$ cat config.mk
export PLATFORM = sky130hd
export DESIGN_NAME = hamming16t11d_dec_pipe
export DESIGN_NICKNAME = d
export VERILOG_FILES = /design/src/rtl/hamming16t11d_pkg.sv /design/src/rtl/hamming16t11d_syn.sv /design/src/rtl/hamming16t11d_dec_pipe.sv
export SDC_FILE = /design/constraint.sdc
export NUM_CORES = 1
export LEC_CHECK = 0
export CORE_MARGIN = 3
export CORE_UTILIZATION = 41
export CTS_CLUSTER_DIAMETER = 150
export DETAILED_ROUTE_END_ITERATION = 10
export GPL_TIMING_DRIVEN = 0
export PLACE_DENSITY = 0.69
export SETUP_SLACK_MARGIN = 0.1
export SYNTH_ARGS = -nofsm -noshare
export SYNTH_HDL_FRONTEND = slang
export SYNTH_SLANG_ARGS = --single-unit
export TNS_END_PERCENT = 10
$ cat constraint.sdc
create_clock -name clk_i -period 2.6 [get_ports clk_i]
set_clock_uncertainty 0.1 [all_clocks]
set_input_delay 0.26 -clock clk_i [delete_from_list [all_inputs] [get_ports clk_i]]
set_output_delay 0.26 -clock clk_i [all_outputs]
set_load 0.1 [all_outputs]
$ cat src/rtl/hamming16t11d_pkg.sv
// rtl/hamming16t11d_pkg.sv - SECDED (16,11) constants, status type and codeword helpers
package hamming16t11d_pkg;

    localparam int DATA_W = 11;
    localparam int CW_W   = 16;
    localparam int SYN_W  = 4;

    // Codeword positions carrying data, LSB of the data word first
    localparam int DATA_POS [DATA_W] = '{3, 5, 6, 7, 9, 10, 11, 12, 13, 14, 15};

    typedef struct packed {
        logic             sec;
        logic             ded;
        logic [SYN_W-1:0] syndrome;
    } dec_status_t;

    function automatic logic [DATA_W-1:0] extract_data(input logic [CW_W-1:0] cw);
        logic [DATA_W-1:0] d;
        d = '0;
        for (int i = 0; i < DATA_W; i++) begin
            d[i] = cw[DATA_POS[i]];
        end
        return d;
    endfunction

    // XOR of the indices of all set bits equals the per-bit parity-group syndrome
    function automatic logic [SYN_W-1:0] calc_syndrome(input logic [CW_W-1:0] cw);
        logic [SYN_W-1:0] s;
        s = '0;
        for (int i = 1; i < CW_W; i++) begin
            if (cw[i]) begin
                s = s ^ SYN_W'(i);
            end
        end
        return s;
    endfunction

endpackage

$ cat src/rtl/hamming16t11d_syn.sv
// rtl/hamming16t11d_syn.sv - combinational syndrome and overall parity of a codeword
module hamming16t11d_syn
    import hamming16t11d_pkg::*;
(
    input  logic [CW_W-1:0]  hv_i,
    output logic [SYN_W-1:0] syn_o,
    output logic             par_o
);

    assign syn_o = calc_syndrome(hv_i);
    assign par_o = ^hv_i;

endmodule

$ cat src/rtl/hamming16t11d_dec_pipe.sv
// rtl/hamming16t11d_dec_pipe.sv - 2-stage elastic SECDED decoder with counters (optional HAMMING_DEC_ERRLOG_EN error log)
module hamming16t11d_dec_pipe
    import hamming16t11d_pkg::*;
#(
    parameter int CNT_WIDTH = 16
) (
    input  logic                 clk_i,
    input  logic                 rstn_i,
    input  logic                 valid_i,
    output logic                 ready_o,
    input  logic [15:0]          hv_i,
    output logic                 valid_o,
    input  logic                 ready_i,
    output logic [10:0]          data_o,
    output logic                 sec_o,
    output logic                 ded_o,
    output logic [3:0]           syndrome_o,
    input  logic                 clear_cnt_i,
    output logic [CNT_WIDTH-1:0] sec_cnt_o,
    output logic [CNT_WIDTH-1:0] ded_cnt_o
`ifdef HAMMING_DEC_ERRLOG_EN
    ,
    output logic                 errlog_valid_o,
    output logic [3:0]           errlog_syndrome_o,
    output logic                 errlog_ded_o,
    output logic [10:0]          errlog_data_o,
    input  logic                 errlog_clear_i
`endif
);

    localparam int N_STAGES = 2;

    if (N_STAGES != 2) begin : g_stage_check
        $fatal(1, "hamming16t11d_dec_pipe is built as a syndrome stage plus a correct stage");
    end

    logic              init_q, init_d;
    logic              s1_valid_q, s1_valid_d;
    logic [CW_W-1:0]   s1_hv_q, s1_hv_d;
    logic [SYN_W-1:0]  s1_syn_q, s1_syn_d;
    logic              s1_par_q, s1_par_d;
    logic              s2_valid_q, s2_valid_d;
    logic [DATA_W-1:0] s2_data_q, s2_data_d;
    dec_status_t       s2_stat_q, s2_stat_d;
    logic [CNT_WIDTH-1:0] sec_cnt_q, sec_cnt_d;
    logic [CNT_WIDTH-1:0] ded_cnt_q, ded_cnt_d;

    logic [SYN_W-1:0]  syn_w;
    logic              par_w;
    logic              s2_load, s1_advance, out_fire;
    logic [CW_W-1:0]   corrected;
    logic [DATA_W-1:0] dec_data;
    dec_status_t       dec_stat;

    hamming16t11d_syn u_syn (
        .hv_i  (hv_i),
        .syn_o (syn_w),
        .par_o (par_w)
    );

    // Handshake: a stage loads when empty or when its word leaves this cycle; ready held low until the cycle after reset release
    always_comb begin
        s2_load    = !s2_valid_q || ready_i;
        s1_advance = s1_valid_q && s2_load;
        ready_o    = init_q && (!s1_valid_q || s1_advance);
        out_fire   = s2_valid_q && ready_i;
    end

    // Correct stage: classify by overall parity and syndrome, flip the indicated bit on a single error
    always_comb begin
        corrected         = s1_hv_q;
        dec_stat          = '0;
        dec_stat.syndrome = s1_syn_q;
        if (s1_par_q) begin
            dec_stat.sec = 1'b1;
            if (s1_syn_q != '0) begin
                corrected[s1_syn_q] = ~corrected[s1_syn_q];
            end
        end else if (s1_syn_q != '0) begin
            dec_stat.ded = 1'b1;
        end
        dec_data = extract_data(corrected);
    end

    // Next state of both pipeline stages and the saturating event counters
    always_comb begin
        init_d     = 1'b1;
        s1_valid_d = s1_valid_q;
        s1_hv_d    = s1_hv_q;
        s1_syn_d   = s1_syn_q;
        s1_par_d   = s1_par_q;
        s2_valid_d = s2_valid_q;
        s2_data_d  = s2_data_q;
        s2_stat_d  = s2_stat_q;
        sec_cnt_d  = sec_cnt_q;
        ded_cnt_d  = ded_cnt_q;

        if (ready_o) begin
            s1_valid_d = valid_i;
            if (valid_i) begin
                s1_hv_d  = hv_i;
                s1_syn_d = syn_w;
                s1_par_d = par_w;
            end
        end

        if (s2_load) begin
            s2_valid_d = s1_valid_q;
        end
        if (s1_advance) begin
            s2_data_d = dec_data;
            s2_stat_d = dec_stat;
        end

        if (clear_cnt_i) begin
            sec_cnt_d = '0;
            ded_cnt_d = '0;
        end else if (out_fire) begin
            if (s2_stat_q.sec && !(&sec_cnt_q)) begin
                sec_cnt_d = sec_cnt_q + 1'b1;
            end
            if (s2_stat_q.ded && !(&ded_cnt_q)) begin
                ded_cnt_d = ded_cnt_q + 1'b1;
            end
        end
    end

    // Pipeline and counter registers; reset discards any in-flight words
    always_ff @(posedge clk_i or negedge rstn_i) begin
        if (!rstn_i) begin
            init_q     <= 1'b0;
            s1_valid_q <= 1'b0;
            s1_hv_q    <= '0;
            s1_syn_q   <= '0;
            s1_par_q   <= 1'b0;
            s2_valid_q <= 1'b0;
            s2_data_q  <= '0;
            s2_stat_q  <= '0;
            sec_cnt_q  <= '0;
            ded_cnt_q  <= '0;
        end else begin
            init_q     <= init_d;
            s1_valid_q <= s1_valid_d;
            s1_hv_q    <= s1_hv_d;
            s1_syn_q   <= s1_syn_d;
            s1_par_q   <= s1_par_d;
            s2_valid_q <= s2_valid_d;
            s2_data_q  <= s2_data_d;
            s2_stat_q  <= s2_stat_d;
            sec_cnt_q  <= sec_cnt_d;
            ded_cnt_q  <= ded_cnt_d;
        end
    end

    assign valid_o    = s2_valid_q;
    assign data_o     = s2_data_q;
    assign sec_o      = s2_stat_q.sec;
    assign ded_o      = s2_stat_q.ded;
    assign syndrome_o = s2_stat_q.syndrome;
    assign sec_cnt_o  = sec_cnt_q;
    assign ded_cnt_o  = ded_cnt_q;

`ifdef HAMMING_DEC_ERRLOG_EN
    logic [DATA_W-1:0] s2_raw_q, s2_raw_d;
    logic              elog_valid_q, elog_valid_d;
    logic [SYN_W-1:0]  elog_syn_q, elog_syn_d;
    logic              elog_ded_q, elog_ded_d;
    logic [DATA_W-1:0] elog_data_q, elog_data_d;

    // Sticky log of the first erroneous output word; clear takes priority over capture
    always_comb begin
        s2_raw_d     = s2_raw_q;
        elog_valid_d = elog_valid_q;
        elog_syn_d   = elog_syn_q;
        elog_ded_d   = elog_ded_q;
        elog_data_d  = elog_data_q;
        if (s1_advance) begin
            s2_raw_d = extract_data(s1_hv_q);
        end
        if (errlog_clear_i) begin
            elog_valid_d = 1'b0;
            elog_syn_d   = '0;
            elog_ded_d   = 1'b0;
            elog_data_d  = '0;
        end else if (!elog_valid_q && out_fire && (s2_stat_q.sec || s2_stat_q.ded)) begin
            elog_valid_d = 1'b1;
            elog_syn_d   = s2_stat_q.syndrome;
            elog_ded_d   = s2_stat_q.ded;
            elog_data_d  = s2_raw_q;
        end
    end

    // Error log registers
    always_ff @(posedge clk_i or negedge rstn_i) begin
        if (!rstn_i) begin
            s2_raw_q     <= '0;
            elog_valid_q <= 1'b0;
            elog_syn_q   <= '0;
            elog_ded_q   <= 1'b0;
            elog_data_q  <= '0;
        end else begin
            s2_raw_q     <= s2_raw_d;
            elog_valid_q <= elog_valid_d;
            elog_syn_q   <= elog_syn_d;
            elog_ded_q   <= elog_ded_d;
            elog_data_q  <= elog_data_d;
        end
    end

    assign errlog_valid_o    = elog_valid_q;
    assign errlog_syndrome_o = elog_syn_q;
    assign errlog_ded_o      = elog_ded_q;
    assign errlog_data_o     = elog_data_q;
`endif

endmodule

==> results of run 1 <==
[stage by stage]
step / total power [uW] / hold slack, ps / area [sq um] / setup WS [ps] / TNS, ps
2_1_floorplan: 2790 / -136 / 3690 / 8.36 / 0
3_3_place_gp: 3240 / 369 / 4520 / -1430 / -82490
3_5_place_dp: 3260 / 340 / 4520 / -38.9 / -38.9
4_1_cts: 4040 / 157 / 4690 / 214 / 0
5_1_grt: 4200 / 208 / 4690 / 167 / 0
6_report: 4000 / 168 / 4690 / 236 / 0
[worst reg2reg max path, cell delays in order, from the launching register on]
cell      delay (ps)
dfrtp_2          400
nand3_2          140
or3_1            360
clkbuf_2         170
or4b_1           560
xor2_1           150
nor2_1            50
[final timing paths]
path                                        start                   endpoint  slack [ps]
max                           valid_o$_DFFE_PN0P_                    ready_o         240
min                                   clear_cnt_i  ded_cnt_o[10]$_DFFE_PN0P_         170
max reg2reg                   valid_o$_DFFE_PN0P_  sec_cnt_o[13]$_DFFE_PN0P_         560
min reg2reg                data_o[10]$_DFFE_PN0P_     data_o[10]$_DFFE_PN0P_         390
max in group asynchronous                  rstn_i        valid_o$_DFFE_PN0P_        1290
min in group asynchronous                  rstn_i   ded_cnt_o[6]$_DFFE_PN0P_         480
[per-layer routing]
metal | vias up | routed length [um]
met2 | 62 | 3880
met3 | 11 | 363
met5 | - | 0
met4 | 0 | 106
li1 | 1423 | -
met1 | 1393 | 3530
[power by group through the flow]
stage / Combinational (uW) / Clock (uW) / Sequential (uW)
after detailed placement: 1810 / 0 / 1450
after floorplan: 501 / 0 / 2290
after global placement: 1800 / 0 / 1440
after CTS: 1820 / 792 / 1430
final: 1800 / 769 / 1430
after global routing: 1900 / 846 / 1450
[placed cells by master (no fill, tap or decap), drive strengths merged, types with 2 or more instances in the layout]
cell type | netlist | final
a211oi | 7 | 7
a21oi | 8 | 8
and3 | 6 | 6
and4 | 3 | 3
buf | 4 | 5
clkbuf | 10 | 22
clkdlybuf4s50 | 0 | 68
clkinv | 0 | 2
dfrtp | 70 | 70
ha | 2 | 2
inv | 4 | 4
mux2 | 23 | 23
mux2i | 15 | 15
nand2 | 40 | 40
nand2b | 3 | 3
nand3 | 15 | 15
nand3b | 3 | 3
nand4 | 5 | 5
nand4b | 2 | 2
nor2 | 38 | 38
nor3 | 5 | 5
nor4 | 4 | 4
nor4b | 2 | 2
o21ai | 22 | 22
or3 | 5 | 5
or4b | 2 | 2
xnor2 | 39 | 39
xor2 | 13 | 13
[what timing repair did]
item,4_1_cts,5_1_grt
gates resized for setup,1,0
hold buffers,1,0
endpoints found under the setup margin,1,0
hold endpoints to repair,70,0
[synthesized netlist by cell type (2+ instances only)]
cell      instances  area (sq um)
o21ai_0          22           110
inv_1             4          15.0
nand2_1          40           150
or3_1             3          18.8
nor2_1           38           143
ha_1              2          25.0
a21oi_1           8          40.0
or3_2             2          15.0
nand4b_1          2          17.5
nand3b_1          3          22.5
clkbuf_1          9          33.8
nand3_1          14          70.1
xor2_1           13           114
nand4_1           5          31.3
and4_1            3          26.3
a211oi_1          7          52.6
nor4_1            3          18.8
xnor2_1          39           342
dfrtp_1          70          1750
mux2_2           23           259
mux2i_1          15           150
and3_1            5          31.3
nor3_1            5          25.0
nand2b_1          3          18.8
buf_1             3          11.3
nor4b_1           2          17.5
[logic make-up (layout without fill, tap and decap cells)]
kind of cell	after synthesis	after routing	share of synthesized area [%]
xor+xnor	52	52	12.4
compound gates	43	43	6.90
other cells	1	1	0.102
mux	38	38	11.1
flops	70	70	47.6
fa+ha+maj	2	2	0.679
simple gates	139	139	19.4
buf+inv	18	103	1.90
[registers in the layout, indices dropped and copies added (netlist names)]
name        cells
init_q          1
ded_cnt_o      16
ded_o           1
s1_valid_q      1
syndrome_o      4
sec_cnt_o      16
sec_o           1
s1_hv_q        13
valid_o         1
s1_syn_q        4
data_o         11
s1_par_q        1
[layout make-up]
type / instances / area (sq um)
Buffer: 14 / 55.1
Clock buffer: 12 / 155
Clock inverter: 2 / 10.0
Fill cell: 749 / 3770
Inverter: 4 / 15.0
Multi-Input combinational cell: 275 / 1860
Sequential cell: 70 / 1750
Tap cell: 105 / 131
Timing Repair Buffer: 71 / 707
==> results.md, run 1 <==
- Setup violators final: 0
- CTS Buf Count: 9
- Met2 Use GR: 27.6%
- # IOs: 72
- CP arrival: 2000 ps
- Layout area overhead: 27.3%
- Hpwl dp: 5930 um
- Worst-skew pair later-pin latency: 330 ps
- R2R cell count: 6
- Non-Filler Instances: 553
- Largest net degree at the start of global routing: 71
- Total GRT Usage: 16.4%
- Crit start category: register
- Gr ovfl total: 0
- Seq/Total Area, Yosys: 47.6%
- Chip width: 101 um
- First-pass GRT wire length: 13500 um
- Detailed Route Iter0 Violations: 100
- Worst path bufs/invs: 1
- CP cell instances: or2b_1, o21a_2, dlygate4sd2_1
- Gr busiest metal: met2
- Slew headroom: 31.9%
- CP required: 2240 ps
- Root buffer cell: clkbuf_8
- Hold crit path type: primary input to register
- Psw: 1830 uW
- FF+latch count, synth: 70
- Gpl congestion: 0.801
- CP Capture Type: primary output
- Synthesis Warnings: 0
- Power density cells: 852 nW/um^2
- DIE AREA: 10200 sq um
- Initial Utilization: 43.5%
- Core area: 8460 sq um
- DRC Markers: 0
- Int Power: 2170 uW
- Dpl cells: 538
- Vias: 2889
- Mapped Cells: 363
- Routed WL per cell: 14.2 um
- CP Depth: 3
- Sequential share of power: 35.7%
- Post-synthesis net count: 386
- Hold path depth: 2
- Die H: 101 um
- Fin nets: 468
- Mapped Area: 3680 sq um
- Comb power frac: 45.1%
- Worst-margin pin slew: 1020 ps
- Drt pass-1 iters: 4
- RSZ-0062 raised after global routing: no
- Fraction of layout instances using a drive strength above 1: 11.2%
- Post-synth top flop: dfrtp_1
- Final Hold Vio Count: 0
- Slew Limit Fails: 0
- Antenna-violating nets left: 0
- Number of distinct library cells after synthesis: 46
- Final period util: 90.9%
- Leak Pwr: 0.00184 uW
- Vias in the first global route: 2880
- Drt total wl: 7870 um
- Sinks on Clock Net: 70
- Ant diodes: 0
- Clock slew at reported path FFs: 80 ps
- Asr flop ratio synth: 100%
- Syn avg cell area: 10.1 sq um
- Crit-path max cell delay: 860 ps
- Via density per instance: 5.22
- Sw Share: 45.7%
- PortBufs: 70
- CTS tree: done
- Final min period: 2360 ps
- Status: finished, final reports clean
- Grt met3 use: 2.98%
- Initial antenna violation count: 0
- FMAX: 423 MHz
- FP Rows: 33
- CTS max path bufs: 2
- Number of flops mapped to enable cells by yosys: 0
- Met1 usage: 20.6%
- Critical-path top delay cell: dlygate4sd2_1
- Peak supply drop: 0.607 mV
- Worst-path maximum fanout: 5
- Core Util, Final: 55.4%
- Setup bufs post-CTS: 0
- Max Cap Viol: 0
- H-tree depth: 3
- Crit path kind: register to primary output
- Largest delay share family, worst path: buffers and inverters
- Clock power share: 19.2%
(Power assumes the default switching activity.)
==> run 2, diff against run 1 <==
--- a/config.mk
+++ b/config.mk
@@ -6,13 +6,12 @@
 export NUM_CORES = 1
 export LEC_CHECK = 0
 export CORE_MARGIN = 3
-export CORE_UTILIZATION = 41
+export CORE_UTILIZATION = 52
 export CTS_CLUSTER_DIAMETER = 150
 export DETAILED_ROUTE_END_ITERATION = 10
 export GPL_TIMING_DRIVEN = 0
-export PLACE_DENSITY = 0.69
+export PLACE_DENSITY = 0.83
 export SETUP_SLACK_MARGIN = 0.1
 export SYNTH_ARGS = -nofsm -noshare
 export SYNTH_HDL_FRONTEND = slang
 export SYNTH_SLANG_ARGS = --single-unit
-export TNS_END_PERCENT = 10
==> run 2 against run 1 <==
Die area fell by 20%. Routed wire length is 2.1% lower. Sequential share of layout area is 0.064 points higher. Clock power increased by 5.5%. Worst hold slack lost 37 ps. Combinational power is essentially flat. Global-route usage increased by 3.2 points. Power is 1.1% higher. Critical path depth is 2 lower. Highest routed layer unchanged.
==> results.md, run 2 (synthesis results as in run 1) <==
- DRC Markers: 0
- Worst-path maximum fanout: 7
- Initial antenna violation count: 0
- Total GRT Usage: 19.6%
- Final period util: 91.0%
- Vias in the first global route: 2784
- Reg-to-reg slack, setup: 540 ps
- Critical-path top delay cell: clkdlybuf4s50_1
- CP Capture Type: primary output
- Crit start category: register
- Layout area overhead: 27.8%
- Ant diodes: 0
- Slew Limit Fails: 0
- Vias: 2918
- Dpl cells: 529
- Final min period: 2360 ps
- Initial Utilization: 53.9%
- Filler cell count: 529
- Hpwl dp: 5890 um
- # IOs: 72
- CTS max path bufs: 2
- DIE AREA: 8130 sq um
- Core area: 6830 sq um
- Gr ovfl total: 0
- Drt pass-1 iters: 4
- Routed WL per cell: 14.1 um
- RSZ-0062 raised after global routing: no
- Overall power: 4040 uW
- Final Hold Vio Count: 0
- FP Rows: 30
- Status: finished, final reports clean
- Fin nets: 468
- Via density per instance: 5.34
- Slew headroom: 32.0%
- Detailed Route Iter0 Violations: 149
- Largest net degree at the start of global routing: 71
- Hold crit path type: primary input to register
- CTS tree: done
- Worst-margin pin slew: 1020 ps
- Crit-path max cell delay: 1190 ps
- Setup violators final: 0
- PortBufs: 70
- Commonest non-fill, non-tap cell in the layout: clkdlybuf4s50_1
- CTS Buf Count: 9
- Peak supply drop: 0.635 mV
- Die H: 90.2 um
- Setup bufs post-CTS: 0
- Met3 wire len: 357 um
- Crit path kind: register to primary output
- Highest metal layer with signal wires: met4
- CP arrival: 2000 ps
- Largest delay share family, worst path: buffers and inverters
- Leak Pwr: 0.00184 uW
- CP cell instances: clkdlybuf4s50_1
- Sinks on Clock Net: 70
- Core Util, Final: 68.9%
- Worst path bufs/invs: 1
- Power density cells: 858 nW/um^2
- Chip width: 90.2 um
- Wl on met1: 3460 um
- FMAX: 423 MHz
- Root buffer cell: clkbuf_8
- First-pass GRT wire length: 13000 um
- Max Cap Viol: 0
- Most frequent cells in the layout: clkdlybuf4s50_1 (68), dfrtp_1 (61), nand2_1 (40), xnor2_1 (39), nor2_1 (38)
- Non-Filler Instances: 546
- Antenna-violating nets left: 0
- Worst-skew pair later-pin latency: 350 ps
- Drt total wl: 7710 um
- CP required: 2240 ps
- H-tree depth: 3
- WL met2: 3710 um
- Fraction of layout instances using a drive strength above 1: 13.6%
- Clock slew at reported path FFs: 70 ps
- TNS Setup: 0 ps
- Gpl congestion: 0.857
==> run 2: path summary, 6_finish.rpt <==
path,start,endpoint,cells past startpoint
min in group asynchronous,rstn_i,ded_cnt_o[8]$_DFFE_PN0P_,2
hold reg to reg,data_o[6]$_DFFE_PN0P_,data_o[6]$_DFFE_PN0P_,2
max in group asynchronous,rstn_i,ded_cnt_o[1]$_DFFE_PN0P_,2
setup / recovery,ded_cnt_o[6]$_DFFE_PN0P_,ded_cnt_o[6],1
hold / removal,clear_cnt_i,ded_cnt_o[10]$_DFFE_PN0P_,2
setup reg to reg,valid_o$_DFFE_PN0P_,sec_cnt_o[13]$_DFFE_PN0P_,6
==> run 2: area by class of cell <==
type | count | area [sq um] | area share, %
multi-input combinational | 275 | 1860 | 39.6
sequential | 70 | 1760 | 37.4
timing repair buffer | 71 | 707 | 15.0
clock buffer | 12 | 165 | 3.51
tap | 96 | 120 | 2.55
buffer | 14 | 55.1 | 1.17
clock inverter | 4 | 20.0 | 0.425
inverter | 4 | 15.0 | 0.319
==> run 2: what timing repair did <==
action	CTS	global route
resized for setup	1	0
endpoints found under the hold margin	70	0
hold buffers	1	0
endpoints found under the setup margin	1	0
==> run 2: routing by layer <==
metal / up-vias / GRT usage (%)
met3: 16 / 3.60
met1: 1394 / 24.4
met5: - / 0
li1: 1430 / -
met2: 78 / 32.9
met4: 0 / 9.31
==> run 2: where the power goes <==
group | switching [uW] | total [uW] | internal [uW]
sequential | 148 | 1430 | 1290
clock | 393 | 811 | 418
combinational | 1290 | 1800 | 501
==> run 2: metrics by stage <==
step                hold WS (ps)  worst slack (ps)  instance area, sq um
finish                       131               235                  4710
floorplan                   -136               122                  3700
global route                 152               174                  4710
CTS                          116               227                  4710
detailed placement           326              1.98                  4510
global placement             362             -1340                  4520
==> run 3, diff against run 2 <==
--- a/config.mk
+++ b/config.mk
@@ -12,6 +12,8 @@
 export GPL_TIMING_DRIVEN = 0
 export PLACE_DENSITY = 0.83
 export SETUP_SLACK_MARGIN = 0.1
+export SKIP_CTS_REPAIR_TIMING = 1
 export SYNTH_ARGS = -nofsm -noshare
 export SYNTH_HDL_FRONTEND = slang
 export SYNTH_SLANG_ARGS = --single-unit
+export TNS_END_PERCENT = 10
==> run 3 against run 2 <==
Setup slack gained 21 ps. Register-to-register slack lost 20 ps. Sequential power is essentially flat. Die area is the same. Power grew 1.9%. Clock power grew 9.1%. Via count grew 2.0%. Sequential share of layout area shrank 0.28 points. Flip-flop and latch count is the same. Combinational power is essentially flat. Maximum frequency grew 0.91%. Design area grew 0.19%. Critical endpoint is now sec_cnt_o[2]. Highest routed layer unchanged.
==> results.md, run 3 (synthesis results as in run 1) <==
- Status: finished, final reports clean
- Antenna-violating nets left: 0
- FP Rows: 30
- TNS Setup: 0 ps
- H-tree depth: 3
- Routed WL per cell: 14.7 um
- Final period util: 90.1%
- Crit-path max cell delay: 1170 ps
- CTS Buf Count: 9
- Gr ovfl total: 0
- # IOs: 72
- Chip width: 90.2 um
- Power density cells: 873 nW/um^2
- Peak supply drop: 0.500 mV
- Crit start category: register
- Initial antenna violation count: 0
- RSZ-0062 raised after global routing: no
- Worst-skew pair later-pin latency: 340 ps
- Drt pass-1 iters: 4
- Core area: 6830 sq um
- Fin nets: 468
- Slew Limit Fails: 0
- First-pass GRT wire length: 13600 um
- Vias in the first global route: 2915
- Hold crit path type: primary input to register
- CP arrival: 1980 ps
- PortBufs: 70
- Setup violators final: 0
- Clock slew at reported path FFs: 70 ps
- Largest delay share family, worst path: buffers and inverters
- CP cell instances: clkdlybuf4s50_1
- Largest net degree at the start of global routing: 71
- CP required: 2240 ps
- CP Capture Type: primary output
- Dpl cells: 529
- Layout area overhead: 28.1%
- CTS max path bufs: 2
- Filler cell count: 550
- Commonest non-fill, non-tap cell in the layout: dfrtp_1
- Detailed Route Iter0 Violations: 161
- Drt total wl: 8030 um
- FMAX: 427 MHz
- Via density per instance: 5.45
- Non-Filler Instances: 546
- Worst-path maximum fanout: 7
- Max Cap Viol: 0
- Design Area, Final: 4720 sq um
- DP Worst Slack: 0.186 ps
- Ant diodes: 0
- Worst-margin pin slew: 990 ps
- DIE AREA: 8130 sq um
- Slew headroom: 33.8%
- Final Hold Vio Count: 0
- Root buffer cell: clkbuf_8
- Hold slack: 119 ps
- Initial Utilization: 53.9%
- Vias: 2975
- DRC Markers: 0
- Cell Area, Placed: 4500 sq um
- Final min period: 2340 ps
- Fraction of layout instances using a drive strength above 1: 11.6%
- Hpwl dp: 6060 um
- Sinks on Clock Net: 70
- Worst path bufs/invs: 1
- Total GRT Usage: 20.6%
- Critical-path top delay cell: clkdlybuf4s50_1
- Most frequent cells in the layout: dfrtp_1 (69), clkdlybuf4s50_1 (68), nand2_1 (40), xnor2_1 (39), nor2_1 (38)
- CTS tree: done
- Final WS setup: 257 ps
- Leak Pwr: 0.00186 uW
- Crit path kind: register to primary output
- Die H: 90.2 um
- Gpl congestion: 0.869
-- run 3: path summary, 6_finish.rpt --
| kind | from | endpoint | slack, ps | cells after the start |
|---|---|---|---|---|
| worst max register to register | ded_cnt_o[3]$_DFFE_PN0P_ | ded_cnt_o[7]$_DFFE_PN0P_ | 520 | 5 |
| worst min register to register | data_o[4]$_DFFE_PN0P_ | data_o[4]$_DFFE_PN0P_ | 390 | 2 |
| worst min-delay path | clear_cnt_i | ded_cnt_o[10]$_DFFE_PN0P_ | 120 | 2 |
| worst max-delay path | sec_cnt_o[2]$_DFFE_PN0P_ | sec_cnt_o[2] | 260 | 1 |
| max in group asynchronous | rstn_i | valid_o$_DFFE_PN0P_ | 1300 | 2 |
| min in group asynchronous | rstn_i | ded_cnt_o[13]$_DFFE_PN0P_ | 460 | 2 |
-- run 3: power breakdown --
part           internal (uW)  switching (uW)
clock network            491             394
registers               1280             150
logic                    502            1300
total                   2270            1840
-- run 3: layer usage --
metal  track usage (%)  wire (um)  up-vias
met5                 0          0        -
met4              9.44        172        0
met3              3.60        407       17
met2              36.4       4100       84
met1              24.3       3350     1443
li1                  -          -     1431
-- run 3: per-stage QoR --
| stage | power, uW | utilization [%] |
|---|---|---|
| floorplan | 2790 | - |
| global placement | 3220 | 66.0 |
| detailed placement | 3260 | 65.9 |
| CTS | 4150 | 68.9 |
| global route | 4310 | 69.0 |
| finish | 4120 | 69.0 |
-- run 3: cell type report --
class | count | area (sq um) | area share (%)
well taps | 96 | 120 | 2.55
clock inverters | 4 | 45.0 | 0.955
flip-flops and latches | 70 | 1750 | 37.2
clock buffers | 12 | 155 | 3.29
plain buffers | 14 | 55.1 | 1.17
inverters | 4 | 15.0 | 0.318
repair buffers | 71 | 711 | 15.1
multi-input cells | 275 | 1860 | 39.5
